## src/rtl/x_event_packer.sv

```systemverilog
// Event packer behind the row arbiter: validates grant/address, stamps each event
// with polarity and a free-running timestamp, and queues it in a first-word-fall-through FIFO.
module x_event_packer #(
    parameter int WIDTH    = 8,
    parameter int x_width  = 3,
    parameter int TS_WIDTH = 16,
    parameter int DEPTH    = 8
) (
    input  logic                      clk_i,
    input  logic                      reset_i,
    input  logic                      enable_i,
    input  logic [WIDTH-1:0]          x_gnt_i,
    input  logic [x_width-1:0]        xadd_i,
    input  logic                      pol_i,
    output logic                      evt_valid_o,
    output logic [TS_WIDTH+x_width:0] evt_data_o,
    input  logic                      evt_ready_i,
    output logic [$clog2(DEPTH):0]    count_o,
    output logic                      full_o,
    output logic [7:0]                drop_cnt_o,
    output logic                      err_o
);

    localparam int PKT_W = TS_WIDTH + 1 + x_width;
    localparam int AW    = $clog2(DEPTH);
    localparam int CW    = AW + 1;

    localparam logic [CW-1:0]       CNT_ONE  = CW'(1);
    localparam logic [CW-1:0]       CNT_FULL = CW'(DEPTH);
    localparam logic [AW-1:0]       PTR_ONE  = AW'(1);
    localparam logic [TS_WIDTH-1:0] TS_ONE   = TS_WIDTH'(1);
    localparam logic [WIDTH-1:0]    GNT_ONE  = WIDTH'(1);
    localparam logic [7:0]          DROP_MAX = 8'hFF;

    logic [TS_WIDTH-1:0] ts_q, ts_d;
    logic [AW-1:0]       wr_ptr_q, wr_ptr_d;
    logic [AW-1:0]       rd_ptr_q, rd_ptr_d;
    logic [CW-1:0]       count_q, count_d;
    logic [7:0]          drop_q, drop_d;
    logic                err_q, err_d;
    logic [PKT_W-1:0]    mem_q [DEPTH];
    logic [PKT_W-1:0]    mem_d [DEPTH];

    logic             cap;
    logic             evt_ok;
    logic             full;
    logic             pop;
    logic             push;
    logic             drop;
    logic [PKT_W-1:0] pkt;

    function automatic logic is_onehot(input logic [WIDTH-1:0] g);
        return (g != '0) && ((g & (g - GNT_ONE)) == '0);
    endfunction

    always_comb begin
        cap    = enable_i & (|x_gnt_i);
        evt_ok = is_onehot(x_gnt_i) & x_gnt_i[xadd_i];
        full   = (count_q == CNT_FULL);
        pop    = (count_q != '0) & evt_ready_i;
        // A full FIFO still accepts the event when the head leaves in the same cycle.
        push   = cap & evt_ok & (~full | pop);
        drop   = cap & evt_ok & full & ~pop;
        pkt    = {ts_q, pol_i, xadd_i};

        ts_d     = enable_i ? (ts_q + TS_ONE) : ts_q;
        wr_ptr_d = push ? (wr_ptr_q + PTR_ONE) : wr_ptr_q;
        rd_ptr_d = pop ? (rd_ptr_q + PTR_ONE) : rd_ptr_q;
        count_d  = count_q;
        if (push && !pop) begin
            count_d = count_q + CNT_ONE;
        end else if (pop && !push) begin
            count_d = count_q - CNT_ONE;
        end
        drop_d = (drop && (drop_q != DROP_MAX)) ? (drop_q + 8'd1) : drop_q;
        err_d  = err_q | (cap & ~evt_ok);

        mem_d = mem_q;
        if (push) begin
            mem_d[wr_ptr_q] = pkt;
        end
    end

    always_ff @(posedge clk_i or negedge reset_i) begin
        if (!reset_i) begin
            ts_q     <= '0;
            wr_ptr_q <= '0;
            rd_ptr_q <= '0;
            count_q  <= '0;
            drop_q   <= '0;
            err_q    <= 1'b0;
            for (int i = 0; i < DEPTH; i++) begin
                mem_q[i] <= '0;
            end
        end else begin
            ts_q     <= ts_d;
            wr_ptr_q <= wr_ptr_d;
            rd_ptr_q <= rd_ptr_d;
            count_q  <= count_d;
            drop_q   <= drop_d;
            err_q    <= err_d;
            mem_q    <= mem_d;
        end
    end

    // Head of the queue is shown directly, so a push is visible one cycle after capture.
    assign evt_valid_o = (count_q != '0);
    assign evt_data_o  = mem_q[rd_ptr_q];
    assign count_o     = count_q;
    assign full_o      = full;
    assign drop_cnt_o  = drop_q;
    assign err_o       = err_q;

endmodule
```

## config.mk

```make
export PLATFORM = sky130hd
export DESIGN_NAME = x_event_packer
export DESIGN_NICKNAME = d
export VERILOG_FILES = /design/src/rtl/x_event_packer.sv
export SDC_FILE = /design/constraint.sdc
export NUM_CORES = 1
export LEC_CHECK = 0
export CAP_MARGIN = 0
export CORE_MARGIN = 2
export CORE_UTILIZATION = 35
export DETAILED_ROUTE_END_ITERATION = 16
export GPL_TIMING_DRIVEN = 0
export HOLD_SLACK_MARGIN = 0.03
export PLACE_DENSITY_LB_ADDON = 0.15
export SYNTH_ARGS = -nofsm -noshare
export SYNTH_HDL_FRONTEND = slang
export SYNTH_SLANG_ARGS = --single-unit
```

## constraint.sdc

```tcl
create_clock -name clk_i -period 3.14 [get_ports clk_i]
set_input_delay 0.628 -clock clk_i [delete_from_list [all_inputs] [get_ports clk_i]]
set_output_delay 0.628 -clock clk_i [all_outputs]
set_load 0.02 [all_outputs]
```

==> summary.md, run 1 <==
| Metric | Value |
|---|---|
| Run status | `finished clean` |
| DR pass1 iterations | `4` |
| Worst Skew | `0.00906 ns` |
| TritonCTS clock tree | `done` |
| Die area | `27000 sq um` |
| Slew @ Worst Pin | `approximately 0.86 ns` |
| Critical path class | `primary input to flop` |
| Mapped Area | `roughly 9000 sq um` |
| Die height | `about 160 um` |
| Hold Fails Final Rpt | `0` |
| Initial DRC Count | `roughly 270` |
| Leak | `between 5 and 6 nW` |
| DR vias/cell | `around 5.2` |
| Flop2flop setup slack | `around 0.23 ns` |
| Crit path arrival time | `about 3.4 ns` |
| Clock sinks | `~200` |
| Placed Area | `around 10000 sq um` |
| Nets | `between 600 and 700` |
| Critical path capture point type | `flop` |
| Detail Route Antenna Nets | `0` |
| Final setup fails | `0` |
| Root Driver | `clkbuf_16` |
| Dpl ws | `-0.916 ns` |
| Share of synthesized registers carrying an async set or reset | `100%` |
| Cell accounting for the most synthesized area | `dfrtp_1` |
| Max_slew headroom | `between 40% and 50%` |
| Setup tns final | `0 ns` |
| GPL Wtd Cong | `0.776` |
| Worst Path Required | `roughly 3.5 ns` |
| CORE AREA | `around 25000 sq um` |
| Largest net degree at the start of global routing | `125` |
| Max cap viols | `0` |
| Ant diodes | `0` |
| Clock H-tree levels | `4` |
| CTS buffer count | `17` |
| Final period util | `96.7%` |
| Routed WL | `approximately 20 mm` |
| Layout cells sized above 1 | `21.5%` |
| Worst Slack Setup Final | `slightly above 0.1 ns` |
| Finished Cell Area | `10700 sq um` |
| I/O Buffers | `between 40 and 50` |
| Filler Cell Count | `approximately 2300` |
| Synthesized area per cell | `around 15 sq um` |
| Max rail drop VDD | `between 0.3 and 0.4 mV` |
| Critical Path Start | `x_gnt_i[7]` |
| Utilization after layout | `a little over two fifths` |
| # DRC | `0` |
| Die width | `~160 um` |
| #FFs+latches synth | `195` |
| Register area | `around 4900 sq um` |
| Floorplan row count | `a little under 60` |
| Post-Syn Instances | `approximately 590` |
| Pwr/cell area | `595 nW/um^2` |
| CP max FO | `4` |
| Max-slew violations | `0` |
| Top cells by count, synth | `dfrtp_1, mux2_1, mux4_2` |
| Hold/Removal Path Class | `primary input to async pin` |
| Top cells by area, synth | `dfrtp_1, mux2_1, mux4_2, mux2_2, xnor2_1` |
| Worst R2R Start | `count_o[1]` |
| Gr usage total | `16.1%` |
| Longest Clk Path Bufs | `2` |
| Grt ovf | `0` |
| Post-synth EDFFs | `0` |
| Hold slack | `between 0.15 and 0.2 ns` |
| Syn-to-layout area delta | `19.0%` |
| Period minus WS final | `3.04 ns` |
| CTS hold repair buffers | `0` |
| Post-synth top flop | `dfrtp_1` |
| Synth top area share | `54.2%` |
| Skew-Pair Late Insertion Delay | `0.43 ns` |
| Num ports | `between 50 and 60` |
| WL/cell | `20.0 um` |
| Register area share after synthesis | `between 50% and 60%` |
| Syn nets | `around 620` |
| Cell with the most instances after synthesis | `dfrtp_1` |
| Vias in the first global route | `approximately 5700` |
| Initial Utilization | `35.7%` |
| Global-route wire length before repair | `approximately 32 mm` |
| Worst-path clk slew | `about 0.07 ns` |
| Count of different cell masters after synthesis | `37` |
| Multi-input logic area | `3930 sq um` |
| Synth Warn # | `0` |
| Peak Freq | `about 330 MHz` |
| FF-to-FF path depth | `13` |
| RSZ-0062 raised after global routing | `yes` |
| Via count | `~5200` |
| RR Endpoint | `count_o[3]` |
| Post-DP HPWL | `about 13 mm` |
| Critical Path Source Type | `primary input` |
| Initial antenna violation count | `0` |
worst max-delay path by stage:
stage	end	slack (ns)	depth (start not counted)
floorplan	count_o[3]	-0.17	13
global placement	count_o[0]	-6.37	1
detailed placement	count_o[3]	-0.92	15
CTS	evt_data_o[6]	-0.06	4
global route	count_o[3]	-0.01	14
finish	count_o[3]	0.10	14
where the power goes:
part	total, mW	internal, mW	switching [mW]	leakage (nW)
clock	2.08	1.06	1.02	0.270
sequential	2.76	2.63	0.131	2.68
combinational	1.53	0.698	0.830	2.57
total	6.37	4.39	1.98	5.52
layout make-up:
cell class                 instances  share of cell area [%]
multi-input combinational        346                    36.7
timing repair buffer              55                    5.46
tap                              330                    3.85
sequential                       195                    45.6
inverter                           3                   0.128
clock buffer                      18                    4.10
buffer                            48                    3.12
clock inverter                    13                    1.07
per-stage QoR:
step                std cells  power, mW
floorplan                 594       3.67
global placement          972       4.18
detailed placement        973       4.23
CTS                      1005       6.37
global route             1008       6.68
finish                   1008       6.37
sequential cells by signal, indices dropped and copies added, names as in the netlist:
name        count
mem_q         160
ts_q           16
wr_ptr_q        3
count_o         4
rd_ptr_q        3
err_o           1
drop_cnt_o      8
kinds of logic (layout without fill, tap and decap cells):
kind of cell	Yosys count	in the layout	synth area share, %
multiplexers	230	230	33.8
flip-flops	195	195	54.2
AND/OR/NAND/NOR	68	68	4.32
buffers and inverters	53	137	2.74
XOR/XNOR	30	30	2.92
AO/OA/AOI/OAI	10	10	0.778
adder cells (fa/ha/maj)	8	8	1.20
routing by layer:
metal  track usage [%]  vias up  share of wire (%)  wire [um]
li1                  -     2317                  -          -
met1              20.8     2824                 45       9050
met2              27.7       85                 50      10100
met3              2.84       22                3.4        690
met4              4.74        0                1.4        291
met5                 0        -                  0          0
repair_timing:
action                                 in CTS  in global routing
endpoints found under the hold margin       0                  0
setup endpoints to repair                  23                 21
resized for setup                          47                 39
gates cloned                                0                  0
pin swaps                                   1                  2
setup buffers                               2                  4
worst max-delay path, cell delays in order:
cell	delay, ns
dlygate4sd2_1	0.28
or4_4	0.43
or3_4	0.41
a311oi_4	0.30
buf_6	0.14
and2_4	0.16
ha_4	0.15
inv_4	0.05
ha_4	0.20
a21o_1	0.15
a21oi_2	0.13
xnor2_1	0.13
nor2_1	0.06
xor2_1	0.13
cell usage in the layout, fill, tap and decap left out, drive strengths merged, types with 9 or more instances in the layout:
master         Yosys  final
nand2             12     12
clkbuf            19     39
mux2             185    185
nand4             12     12
mux4              41     41
inv                3     10
buf               31     38
xnor2             23     23
dlymetal6s2s       0     18
clkdlybuf4s50      0     24
nor2               9      9
dfrtp            195    195
Power figures use the tool's default switching activity.
==> run 2: changes to the inputs <==
Settings changed: SLEW_MARGIN set to 20.
==> summary.md, run 2 (synthesis gave the netlist of run 1 again) <==
| Metric | Value |
|---|---|
| Run status | `finished clean` |
| Filler Cell Count | `2264 (-0.44%)` |
| Max cap viols | `0 (unchanged)` |
| Die area | `27000 sq um (unchanged)` |
| Routed WL | `20.2 mm (+0.14%)` |
| Hold Fails Final Rpt | `0 (unchanged)` |
| Initial antenna violation count | `0 (unchanged)` |
| Register area | `4880 sq um (unchanged)` |
| CP max FO | `10 (+6)` |
| TritonCTS clock tree | `done` |
| Layout cells sized above 1 | `21.5% (-0.032 points)` |
| Via count | `5187 (-1.2%)` |
| Dpl cells | `974 (+0.10%)` |
| Critical path capture point type | `flop` |
| Initial Utilization | `35.7% (unchanged)` |
| Crit path arrival time | `3.33 ns (-0.03 ns)` |
| Commonest non-fill, non-tap cells in the layout | `dfrtp_1, mux2_1, mux4_2` |
| Max rail drop VDD | `0.328 mV (+3.1%)` |
| CP max stage delay | `0.50 ns (+0.07 ns)` |
| Die width | `164 um (unchanged)` |
| Detail Route Antenna Nets | `0 (unchanged)` |
| Die height | `164 um (unchanged)` |
| Ant diodes | `0 (unchanged)` |
| Pwr/cell area | `611 nW/um^2 (+2.8%)` |
| Largest reg by FF count | `mem_q` |
| GPL Wtd Cong | `0.776 (unchanged)` |
| Vias in the first global route | `5687 (-1.1%)` |
| Grt ovf | `0 (unchanged)` |
| DR vias/cell | `5.14 (-1.3%)` |
| Clock H-tree levels | `4 (unchanged)` |
| Peak Freq | `332 MHz (+0.83%)` |
| Multi-input logic area | `3930 sq um (unchanged)` |
| Worst-path clk slew | `0.07 ns (about the same)` |
| CTS hold repair buffers | `0 (unchanged)` |
| CORE AREA | `25200 sq um (unchanged)` |
| Final setup fails | `0 (unchanged)` |
| DR pass1 iterations | `4 (unchanged)` |
| # DRC | `0 (unchanged)` |
| Nets | `690 (unchanged)` |
| Max_slew headroom | `41.8% (-0.60 points)` |
| Initial DRC Count | `175 (-36%)` |
| Post-DP HPWL | `13.1 mm (about the same)` |
| Syn-to-layout area delta | `19.4%` |
| Num ports | `51 (unchanged)` |
| Worst Path Required | `3.46 ns (about the same)` |
| Skew-Pair Late Insertion Delay | `0.43 ns (about the same)` |
| RSZ-0062 raised after global routing | `no` |
| Max FFs per register | `160 (unchanged)` |
| Clock sinks | `195 (unchanged)` |
| Final period util | `96.0% (-0.80 points)` |
| Commonest non-fill, non-tap cell in the layout | `dfrtp_1` |
| Sequence of cells on the critical path | `dlygate4sd2_1 > buf_6 > mux2i_1 > mux4_2 > a311oi_4 > buf_6 > and2_4 > ha_4 > inv_4 > ha_4 > a21o_1 > a21oi_2 > xnor2_1 > nor2_1 > xor2_1` |
| Gr usage total | `16.2% (+0.13 points)` |
| Longest Clk Path Bufs | `2 (unchanged)` |
| Worst-path cell with the longest stage delay | `mux4_2` |
| Floorplan row count | `58 (unchanged)` |
| Max-slew violations | `0 (unchanged)` |
| CTS buffer count | `17 (unchanged)` |
| FF-to-FF path depth | `12 (-1)` |
| Period minus WS final | `3.01 ns (-0.0251 ns)` |
| I/O Buffers | `48 (unchanged)` |
| Worst Skew | `0.00974 ns (+0.000680 ns)` |
| Fin cells | `1009 (+0.099%)` |
| Hold/Removal Path Class | `primary input to async pin` |
| Utilization after layout | `42.7% (+0.12 points)` |
| WL/cell | `20.0 um (about the same)` |
| Critical Path Source Type | `primary input` |
| Leak | `5.37 nW (-2.8%)` |
| Global-route wire length before repair | `32.5 mm (+0.19%)` |
| Slew @ Worst Pin | `0.872 ns (+0.00907 ns)` |
| Root Driver | `clkbuf_16` |
| Critical path class | `primary input to flop` |
| Largest net degree at the start of global routing | `99 (-21%)` |
[run 2: changes by cell type in the layout (fill, tap and decap cells not counted), moves of 2 or more]
cell | before | now
buf_6 | 5 | 3
bufinv_16 | 0 | 2
clkdlybuf4s50_1 | 24 | 17
clkinv_4 | 3 | 1
clkinv_8 | 0 | 3
dlygate4sd2_1 | 2 | 22
dlymetal6s2s_1 | 18 | 5
[run 2: path summary, 6_finish.rpt]
path                                 start    endpoint  slack (ns)
worst max-delay path             xadd_i[1]  count_o[3]        0.13
max in group asynchronous          reset_i  count_o[1]        2.05
worst min register to register  mem_q[129]  mem_q[129]        0.48
min in group clk_i              mem_q[129]  mem_q[129]        0.48
worst max register to register  count_o[1]  count_o[3]        0.31
worst min-delay path               reset_i   mem_q[88]        0.20
[run 2: where the power goes]
part,total (mW),switching (mW),internal (mW)
logic,1.51,0.840,0.673
registers,2.76,0.127,2.63
clock network,2.30,1.05,1.24
total,6.57,2.02,4.55
[run 2: stage by stage]
stage	total power [mW]	instance area (sq um)	TNS, ns	hold WS, ns	setup slack (ns)
floorplan	3.67	9060	-0.222	0.332	-0.169
global placement	4.18	9960	-1295.32	0.461	-6.37
finish	6.57	10700	0	0.200	0.127
CTS	6.68	10700	0	0.238	0.0189
detailed placement	4.24	10000	-68.37	0.470	-0.914
global route	6.89	10700	0	0.258	0.00423
[run 2: area by class of cell]
class,count,share of cell area [%]
buffer,48,3.03
timing repair buffer,55,5.10
clock buffer,18,4.09
sequential,195,45.4
inverter,3,0.128
multi-input combinational,346,36.6
clock inverter,14,1.78
tap,330,3.84
[run 2: per-layer routing]
layer  part of all wire, %  global-route usage (%)  wire (um)  vias up
li1                      -                       -          -     2315
met1                    44                    21.3       8940     2755
met2                    50                    27.4      10100       95
met3                   4.2                    3.19        844       22
met4                   1.5                    4.55        298        0
met5                     0                       0          0        -
[run 2: repair_timing]
action | in CTS | in global routing
resized for setup | 75 | 13
pin swaps | 2 | 5
endpoints found under the setup margin | 23 | 2
cloned | 0 | 0
endpoints found under the hold margin | 0 | 0
setup buffers | 4 | 1
[run 2: worst max-delay path, delay by kind of cell]
kind / cells / cell delay, ns
AND/OR/NAND/NOR: 2 / 0.23
AO/OA/AOI/OAI: 3 / 0.63
adder cells (fa/ha/maj): 2 / 0.35
XOR/XNOR: 2 / 0.26
multiplexers: 2 / 0.61
buffers and inverters: 4 / 0.62
==> RTL edit: new RTL, settings of run 1 <==
The parameter `TS_WIDTH` goes from 16 to 32.
--- a/src/rtl/x_event_packer.sv
+++ b/src/rtl/x_event_packer.sv
@@ -4,5 +4,5 @@
     parameter int WIDTH    = 8,
     parameter int x_width  = 3,
-    parameter int TS_WIDTH = 16,
+    parameter int TS_WIDTH = 32,
     parameter int DEPTH    = 8
 ) (
Interface: changed (resized evt_data_o); port bits go from 51 to 67. The function was not compared with the original's and may differ.
==> RTL edit against run 1 <==
  * Die area grew 77%
  * Cell area grew 81%
  * Global-route usage grew 0.25 points
  * Sequential cell count grew 144
  * Synthesized area grew 79%
  * Highest routed layer is now met5
  * Total power grew 87%
  * Setup slack lost 0.031 ns
  * Largest cell class unchanged
  * Wire length grew 84%
  * Critical path depth shrank 9
==> RTL edit: results (changes against run 1) <==
set qor(post_route_cells_drive_above_1_share_pct) 51.8 ;# +30 points
set qor(sequential_cell_area_fraction_in_the_yosys_report_pct) 52.7 ;# -1.5 points
set qor(critPathMaxStageDelay_ns) 0.49 ;# +0.06 ns
set qor(grt_max_degree) 106 ;# -15%
set qor(layout_worst_path_cycle_share_pct) 97.7 ;# +0.99 points
set qor(placement.io_buffers) 65 ;# +35%
set qor(cp-startpoint) {rd_ptr_q[0]}
set qor(insertion_delay_ns) 0.57 ;# +0.14 ns
set qor(grt_use_total_pct) 16.3 ;# +0.25 points
set qor(fillCellCount) 4112 ;# +81%
set qor(placedInstanceArea_sq_um) 17700 ;# +77%
set qor(synth_top_cells_by_area) {dfrtp_1 (53%), mux2_2 (14%), mux2_4 (11%)}
set qor(clk_pin_slew_ns) 0.05 ;# -0.02 ns
set qor(ctsLongestPathBuffers) 3 ;# +1
set qor(post_synth_num_cell_types) 48 ;# +30%
set qor(dr.first_iter.drc_count) 368 ;# +35%
set qor(hold_path.class) {reg2reg}
set qor(hpwlAfterDp_microns) 22000 ;# +68%
set qor(r2r_cells) 6 ;# -7
set qor(worst_slew_margin_rel_pct) 51.6 ;# +9.2 points
set qor(r2r-end) {mem_q[227]}
set qor(sum_of_met2_wire_segment_lengths_after_detailed_routing_microns) 17300 ;# +71%
set qor(pre_cts_ws_ns) -1.29 ;# -0.378 ns
set qor(setup.reg_to_reg.worst_slack_ns) 0.32 ;# +0.09 ns
set qor(dpl.cell_count) 1671 ;# +72%
set qor(finalClockSkew_ns) 0.0250 ;# +0.0159 ns
set qor(post_synth_inst_count) 1003 ;# +69%
set qor(global_route_wire_length_before_repair_microns) 59300 ;# +83%
set qor(m1WireLength_microns) 17800 ;# +97%
set qor(layout.nets) 1166 ;# +69%
set qor(post_detailed_routing_wire_length_microns) 37000 ;# +84%
set qor(grt_pass1_vias) 9596 ;# +67%
set qor(outcome) {finished, final reports clean}
set qor(routed.top_layer) {met5}
set qor(post_drt_wl_per_cell_microns) 20.9 ;# +4.4%
-- RTL edit: worst min-delay path by stage --
stage	startpoint	to	slack (ns)
floorplan	reset_i	count_o[0]	0.33
global placement	err_o	err_o	0.45
detailed placement	err_o	err_o	0.46
CTS	err_o	err_o	0.47
global route	err_o	err_o	0.49
finish	err_o	err_o	0.47
-- RTL edit: cells by family after synthesis --
group                      after synthesis  share of synthesized area (%)
and+or+nand+nor                        102                           3.94
DFF                                    339                           52.7
AOI/OAI and AO/OA                       15                          0.769
buffers and inverters                   90                           3.44
muxes                                  403                           36.0
xor gates and xnor gates                46                           2.50
adders and majority gates                8                          0.668
-- RTL edit: critical path, delay by kind of cell (launching register included) --
family | cells | cell delay, ns
buffers and inverters | 3 | 0.69
flip-flops | 1 | 0.42
multiplexers | 2 | 0.77
-- RTL edit: report_power, final --
group	switching [mW]	internal [mW]
combinational	1.34	1.18
clock	1.88	2.89
sequential	0.146	4.50
total	3.36	8.58
-- RTL edit: layout make-up --
class                           count  area [sq um]  share of cell area [%]
Buffer                             83           792                    4.07
Sequential cell                   339          8490                    43.6
Clock buffer                       57          1190                    6.15
Tap cell                          600           751                    3.86
Timing Repair Buffer              100           876                    4.50
Multi-Input combinational cell    574          7160                    36.8
Inverter                            4          17.5                  0.0901
Clock inverter                     15           168                   0.862
-- RTL edit: routing by layer --
metal	GRT usage (%)	up-vias
met2	25.6	111
met4	3.92	2
li1	-	3947
met5	0	-
met1	23.4	4720
met3	3.03	44
-- RTL edit: timing repair --
item                                   CTS  global route
endpoints found under the hold margin   13             0
setup buffers                           20            10
setup endpoints to repair              317           213
hold buffers                             1             0
pin swaps                                8             4
resized for setup                      182            51
cloned                                   1             0
